--- src/rtl/minc_pkg.sv ---
// Shared types and constants for the minc data-RAM arbiter.
package minc_pkg;

    localparam int MINC_AW = 8;
    localparam int MINC_DW = 8;

    typedef enum logic {
        ARB_IDLE = 1'b0,
        ARB_LOCK = 1'b1
    } arb_state_t;

    typedef enum logic [1:0] {
        OWN_NONE = 2'd0,
        OWN_CPU  = 2'd1,
        OWN_HOST = 2'd2
    } owner_t;

    // Owner of the read response produced by this cycle's access (none for writes/idle).
    function automatic owner_t rsp_owner_of(input logic cpu_gnt, input logic host_gnt,
                                            input logic mem_we);
        owner_t own;
        if (cpu_gnt && !mem_we) begin
            own = OWN_CPU;
        end else if (host_gnt && !mem_we) begin
            own = OWN_HOST;
        end else begin
            own = OWN_NONE;
        end
        return own;
    endfunction

endpackage

--- src/rtl/minc_starve_ctr.sv ---
// Saturating count of consecutive denied host cycles; flags when the limit is reached.
module minc_starve_ctr #(
    parameter int LIMIT = 4
) (
    input  logic clk,
    input  logic rst,
    input  logic host_req,
    input  logic host_gnt,
    output logic at_limit
);

    logic [3:0] cnt_r;

    // Count denied host cycles, clear on grant or withdrawn request, hold at the limit.
    always_ff @(posedge clk or posedge rst) begin
        if (rst) begin
            cnt_r <= 4'd0;
        end else if (host_gnt || !host_req) begin
            cnt_r <= 4'd0;
        end else if (cnt_r != 4'(LIMIT)) begin
            cnt_r <= cnt_r + 4'd1;
        end else begin
            cnt_r <= cnt_r;
        end
    end

    assign at_limit = (cnt_r == 4'(LIMIT));

endmodule

--- src/rtl/minc_ram_arbiter.sv ---
// Arbiter sharing minc's single-port data RAM between the CPU core and the host port.
// CPU has fixed priority and may lock the RAM across several accesses.
// Optional feature macro MINC_ARB_STARVE_EN: forces a host grant after STARVE_LIMIT
// consecutive denied host cycles while the arbiter is not locked.
module minc_ram_arbiter
    import minc_pkg::*;
#(
    parameter int AW           = MINC_AW,
    parameter int DW           = MINC_DW,
    parameter int STARVE_LIMIT = 4
) (
    input  logic          CLK,
    input  logic          RESET,
    input  logic          cpu_req,
    input  logic          cpu_we,
    input  logic [AW-1:0] cpu_addr,
    input  logic [DW-1:0] cpu_wdata,
    input  logic          cpu_lock,
    output logic          cpu_gnt,
    output logic          cpu_rvalid,
    output logic [DW-1:0] cpu_rdata,
    input  logic          host_req,
    input  logic          host_we,
    input  logic [AW-1:0] host_addr,
    input  logic [DW-1:0] host_wdata,
    output logic          host_gnt,
    output logic          host_rvalid,
    output logic [DW-1:0] host_rdata,
    output logic          mem_en,
    output logic          mem_we,
    output logic [AW-1:0] mem_addr,
    output logic [DW-1:0] mem_wdata,
    input  logic [DW-1:0] mem_rdata
);

    // Counter width is 4 bits, so only 1..15 is meaningful.
    if (STARVE_LIMIT < 1 || STARVE_LIMIT > 15) begin : g_bad_limit
        $error("minc_ram_arbiter: STARVE_LIMIT must be in 1..15");
    end

    arb_state_t    state_r;
    owner_t        rsp_owner_r;
    logic          arb_open_s;
    logic          starve_force_s;
    logic          cpu_gnt_s;
    logic          host_gnt_s;
    logic          mem_we_s;
    logic [AW-1:0] mem_addr_s;
    logic [DW-1:0] mem_wdata_s;

`ifdef MINC_ARB_STARVE_EN
    minc_starve_ctr #(
        .LIMIT    (STARVE_LIMIT)
    ) u_starve_ctr (
        .clk      (CLK),
        .rst      (RESET),
        .host_req (host_req),
        .host_gnt (host_gnt_s),
        .at_limit (starve_force_s)
    );
`else
    assign starve_force_s = 1'b0;
`endif

    // The cycle that drops cpu_lock is arbitrated as an ordinary idle cycle.
    assign arb_open_s = (state_r == ARB_IDLE) || !cpu_lock;

    // Grant decision: CPU priority, starvation override, lock excludes the host.
    always_comb begin
        cpu_gnt_s  = 1'b0;
        host_gnt_s = 1'b0;
        if (RESET) begin
            cpu_gnt_s  = 1'b0;
            host_gnt_s = 1'b0;
        end else if (arb_open_s) begin
            if (starve_force_s && host_req) begin
                host_gnt_s = 1'b1;
            end else if (cpu_req) begin
                cpu_gnt_s = 1'b1;
            end else if (host_req) begin
                host_gnt_s = 1'b1;
            end else begin
                cpu_gnt_s  = 1'b0;
                host_gnt_s = 1'b0;
            end
        end else begin
            cpu_gnt_s = cpu_req;
        end
    end

    // RAM bus mux from the winner; bus is all-zero without a grant.
    always_comb begin
        mem_we_s    = 1'b0;
        mem_addr_s  = '0;
        mem_wdata_s = '0;
        case ({cpu_gnt_s, host_gnt_s})
            2'b10: begin
                mem_we_s    = cpu_we;
                mem_addr_s  = cpu_addr;
                mem_wdata_s = cpu_wdata;
            end
            2'b01: begin
                mem_we_s    = host_we;
                mem_addr_s  = host_addr;
                mem_wdata_s = host_wdata;
            end
            default: begin
                mem_we_s    = 1'b0;
                mem_addr_s  = '0;
                mem_wdata_s = '0;
            end
        endcase
    end

    // Arbiter state and read-response owner; reset drops any in-flight response.
    always_ff @(posedge CLK or posedge RESET) begin
        if (RESET) begin
            state_r     <= ARB_IDLE;
            rsp_owner_r <= OWN_NONE;
        end else begin
            if (cpu_lock && ((state_r == ARB_LOCK) || cpu_gnt_s)) begin
                state_r <= ARB_LOCK;
            end else begin
                state_r <= ARB_IDLE;
            end
            rsp_owner_r <= rsp_owner_of(cpu_gnt_s, host_gnt_s, mem_we_s);
        end
    end

    assign cpu_gnt     = cpu_gnt_s;
    assign host_gnt    = host_gnt_s;
    assign mem_en      = cpu_gnt_s | host_gnt_s;
    assign mem_we      = mem_we_s;
    assign mem_addr    = mem_addr_s;
    assign mem_wdata   = mem_wdata_s;
    assign cpu_rvalid  = (rsp_owner_r == OWN_CPU);
    assign host_rvalid = (rsp_owner_r == OWN_HOST);
    assign cpu_rdata   = cpu_rvalid  ? mem_rdata : '0;
    assign host_rdata  = host_rvalid ? mem_rdata : '0;

endmodule
--- config.mk ---
export PLATFORM = sky130hd
export DESIGN_NAME = minc_ram_arbiter
export DESIGN_NICKNAME = d
export VERILOG_FILES = /design/src/rtl/minc_pkg.sv /design/src/rtl/minc_starve_ctr.sv /design/src/rtl/minc_ram_arbiter.sv
export SDC_FILE = /design/constraint.sdc
export NUM_CORES = 1
export LEC_CHECK = 0
export BUFFER_PORTS_ARGS = -buffer_cell sky130_fd_sc_hd__clkbuf_2
export CAP_MARGIN = 10
export CORE_MARGIN = 2
export CORE_UTILIZATION = 27
export CTS_CLUSTER_DIAMETER = 80
export CTS_CLUSTER_SIZE = 8
export DETAILED_ROUTE_END_ITERATION = 7
export PLACE_DENSITY = 0.77
export SETUP_SLACK_MARGIN = 0.05
export SKIP_LAST_GASP = 1
export SYNTH_ARGS = -nofsm -noshare
export SYNTH_HDL_FRONTEND = slang
export SYNTH_HIERARCHICAL = 1
export SYNTH_SLANG_ARGS = --single-unit
export TNS_END_PERCENT = 5
--- constraint.sdc ---
create_clock -name CLK -period 2.3 [get_ports CLK]
set_input_delay 0.46 -clock CLK [delete_from_list [all_inputs] [get_ports CLK]]
set_output_delay 0.46 -clock CLK [all_outputs]
set_load 0.1 [all_outputs]
Word level (Yosys, flattened, before mapping). Index checks and enable logic that the tools add are counted.

Bits in registers: 3. Bits of input ports: 47. Output and inout port bits: 38. Logic and storage cells: 30.

Equal/unequal tests: 4. Muxes and demuxes: 15. Bitwise gates (word level): 2. Reductions and logical operators: 7.

Operators with widths (count): 8-bit case mux with 2 select lines (2); 8-bit two-way mux (2); 1-bit two-way mux (8); 2-bit by 1-bit == test with 1-bit output, second input constant (2); 2-bit == test, second input constant (2); 2-bit two-way mux (2); 1-bit logical AND (3); 1-bit logical NOT (2); 1-bit logical OR (2); 1-bit case mux with 2 select lines (1); 1-bit inverter (1); 1-bit bitwise OR (1).

Longest topological paths before layout.
Depth after elaboration: 10. Gate-level depth with buffers: 7. Depth with buffers taken out: 5.

Worst setup path before layout. Ideal clock, no wire load.

Kind: input to output. From: input cpu_lock. To: output mem_addr[5]. Arrival: 4974 ps. Slack: -3134 ps. Stages on the path: 7. Buffers on the path: 2. Cells stage by stage: and2_1 > nor3_1 > ha_1 > buf_6 > buf_2 > a22oi_1 > nor2b_1.

Longest elaborated chain between the ends: 6.

Ends and longest elaborated chain: start, declared (line minc_ram_arbiter.sv:18) `input logic cpu_lock,`; 1-bit logical NOT (*) (line minc_ram_arbiter.sv:66) `assign arb_open_s = (state_r == ARB_IDLE) || !cpu_lock;`; 1-bit logical OR (*) (line minc_ram_arbiter.sv:66); 1-bit two-way mux (*) (line minc_ram_arbiter.sv:75) `end else if (arb_open_s) begin`; 1-bit two-way mux (*) (line minc_ram_arbiter.sv:72) `if (RESET) begin`; via host_gnt (line minc_ram_arbiter.sv:26) `output logic host_gnt,`; 2-bit by 1-bit == test with 1-bit output or 2-bit == test (tied branches) (line minc_ram_arbiter.sv:96) `case ({cpu_gnt_s, host_gnt_s})`; 8-bit case mux with 2 select lines (*) (line minc_ram_arbiter.sv:96); end, declared (line minc_ram_arbiter.sv:31) `output logic [AW-1:0] mem_addr,`.

The timed path passes the listed nets; every way through them passes the cells marked *.

Worst setup path after layout.
From: input RESET. To: output mem_wdata[3].

Longest elaborated chain between the ends: 3.

Ends and longest elaborated chain: start, declared (line minc_ram_arbiter.sv:13) `input logic RESET,`; 1-bit two-way mux (line minc_ram_arbiter.sv:72); 2-bit by 1-bit == test with 1-bit output or 2-bit == test (tied branches) (line minc_ram_arbiter.sv:96); 8-bit case mux with 2 select lines (*) (line minc_ram_arbiter.sv:96); end, declared (line minc_ram_arbiter.sv:32) `output logic [DW-1:0] mem_wdata,`.

Mark *: on every way between the ends. The rest lies on a longest branch, timed or not.

==> run metrics <==
Layout Skew=0.00176 ns; capturing point of the worst reg2reg path=rsp_owner_r[1]$_DFF_PP0_; total grt overflow=0; crit end category=primary output; final hold slack=0.200 ns; fin cells=198; final WL=2930 um; final worst-path cycle share=104%; die area=2570 um2; Synth Area in XOR/XNOR=0%; met1 wire length=818 um; vias per inst=4.77; worst setup margin=-0.0817 ns; met2 wire length=1790 um; Max VDD drop=298 uV; top area cells in the synthesized netlist=a22oi_1, and2_1, nor2b_1; Core ar.=2000 um2; Synth Net Count=126; Synth Register Bits=3; unrepaired setup endpoints after global routing=true; largest family of logic cells by synthesized area=simple AND/OR/NAND/NOR gates; htree depth=1; TritonCTS Buffers=3; Post-synth EDFFs=0; Slew Viols, Final=0; drt pass-1 iters=4; dpl cells=194; Compound-Gate Fraction of Synth Area=30.2%; gpl congestion=0.765; Worst Setup Path Type=in -> out; initial antenna violation count=0; Post-CTS Setup Inserts=0; Hold Fails Final Rpt=0; number of remaining DRC errors=0; Post-synth top flop=dfrtp_1; commonest cells in the synthesized netlist=and2_1, nor2b_1, a22oi_1; min cycle time layout=2.38 ns; gr usage total=24.7%; ANT cells=0; Antenna Nets Post-Route=0; die height=50.7 um; Mapped Cells=76; worst hold path type=in -> async; reg2reg path depth=6; post-synthesis async set-or-reset flop share=100%; post-synth top area share=20.4%; syn avg cell area=7.74 um2; PwrDens=344 nW/um2; worst reg2reg setup slack=0.42 ns; number of global-route vias before repair=1,060; max-cap viol count=0; crit start category=input port; synthesized area=588 um2; Post-Synth Simple-Gate Area=42.3%; Worst-Margin Slew=0.547 ns; violated checks=negative setup slack; I/O Pins=85; DRT iter0 DRCs=5; Layout area overhead=191%; layout cell share with drive strength beyond 1=83.6%; adder-cell area share of the yosys netlist=6.38%; Unique masters post-synth=16; width of the die=50.7 um; Nets=222; Leak=0.797 nW; Highest Clock Rate=420 MHz; Bufs on Longest Clock Path=2; Critical Path Fanout Max=16; worst r2r src=state_r$_DFF_PP0_; worst rel slew slack=63.7%; Root Driver=clkbuf_4; CTS tree=done; Final HPWL DP=2400 um; Synth area leader=a22oi_1; # rows=16; mux contribution to synthesized area=0%; Clock transition at path regs=0.04 ns; TritonCTS Sinks=3; Initial Util=29.4%; WL/cell=14.8 um; Worst Path Required=1.84 ns; WL met3=293 um; endpoints failing setup=17; DR top layer=met4; global-route wire length before repair=4700 um; Critical Path AT=1.92 ns; CTS Hold Buffers Added=0; sequential fraction of the synthesis area=12.8%; clk_lat worst skew=0.25 ns; Port Buffer Count=84; YS warnings=6; largest net degree at the start of global routing=17; status=finished with violations; via count=945; # fillers=109; final core occ=85.6%
[what timing repair did]
item,4_1_cts,5_1_grt
pin swaps,7,0
resized for setup,12,0
setup endpoints to repair,17,17
[worst max path at each step]
stage                           start      endpoint  slack, ns  cells after the start
finish                          RESET  mem_wdata[3]      -0.08                      7
global route                    RESET   mem_addr[5]      -0.15                      9
CTS                 state_r$_DFF_PP0_   mem_addr[4]      -0.09                      6
detailed placement           cpu_lock   mem_addr[4]      -0.20                      8
global placement             cpu_lock   mem_addr[2]      -0.12                      8
floorplan                    cpu_lock   mem_addr[5]      -0.80                      7
[where the power goes]
part / internal [W] / switching, W
Clock: 0.0000656 / 0.0000359
Combinational: 0.000160 / 0.000270
Sequential: 0.0000559 / 0.00000137
Total: 0.000282 / 0.000308
[per-stage QoR]
| step | area [um2] | TNS [ns] | total power (W) | worst slack, ns |
|---|---|---|---|---|
| after floorplan | 788 | -19.92 | 0.000330 | -0.799 |
| after global placement | 1610 | -1.82 | 0.000466 | -0.124 |
| after detailed placement | 1610 | -2.76 | 0.000474 | -0.198 |
| after CTS | 1710 | -1.23 | 0.000591 | -0.0879 |
| after global routing | 1710 | -2.25 | 0.000615 | -0.145 |
| final | 1710 | -1.14 | 0.000589 | -0.0817 |
[cells by family (layout without fill, tap and decap cells)]
group / after synthesis / count (layout)
AOI/OAI and AO/OA: 20 / 20
adders and majority gates: 3 / 3
buffers and inverters: 10 / 105
DFF: 3 / 3
and+or+nand+nor: 40 / 40
[worst max-delay path: stages]
cell      delay, ns
clkbuf_2       0.08
nand2b_2       0.17
or3_4          0.41
ha_4           0.30
buf_12         0.13
nor2b_4        0.18
buf_12         0.18
[area by class of cell]
class / instances / area [um2] / area share, %
repair buffers: 98 / 842 / 49.2
clock buffers: 4 / 26.3 / 1.53
inverters: 3 / 11.3 / 0.657
well taps: 27 / 33.8 / 1.97
multi-input cells: 63 / 724 / 42.3
flip-flops and latches: 3 / 75.1 / 4.38
[registers in the layout (all words and copies together), names as in the netlist]
signal,cells
rsp_owner_r,2
state_r,1
[routing by layer]
layer | vias up | global-route usage, %
met2 | 62 | 52.4
met3 | 4 | 7.14
met1 | 429 | 20.6
met4 | 0 | 9.01
li1 | 450 | -
met5 | - | 0
[cells in the final DEF (no fill, tap or decap), types with 2 or more instances in the layout]
master / instances
nor2b_1: 2
a22oi_2: 16
clkbuf_2: 64
clkbuf_4: 3
nor2b_4: 16
ha_4: 3
buf_12: 21
dfrtp_1: 3
and2_1: 16
inv_1: 3
buf_4: 12
(Power assumes the default switching activity.)
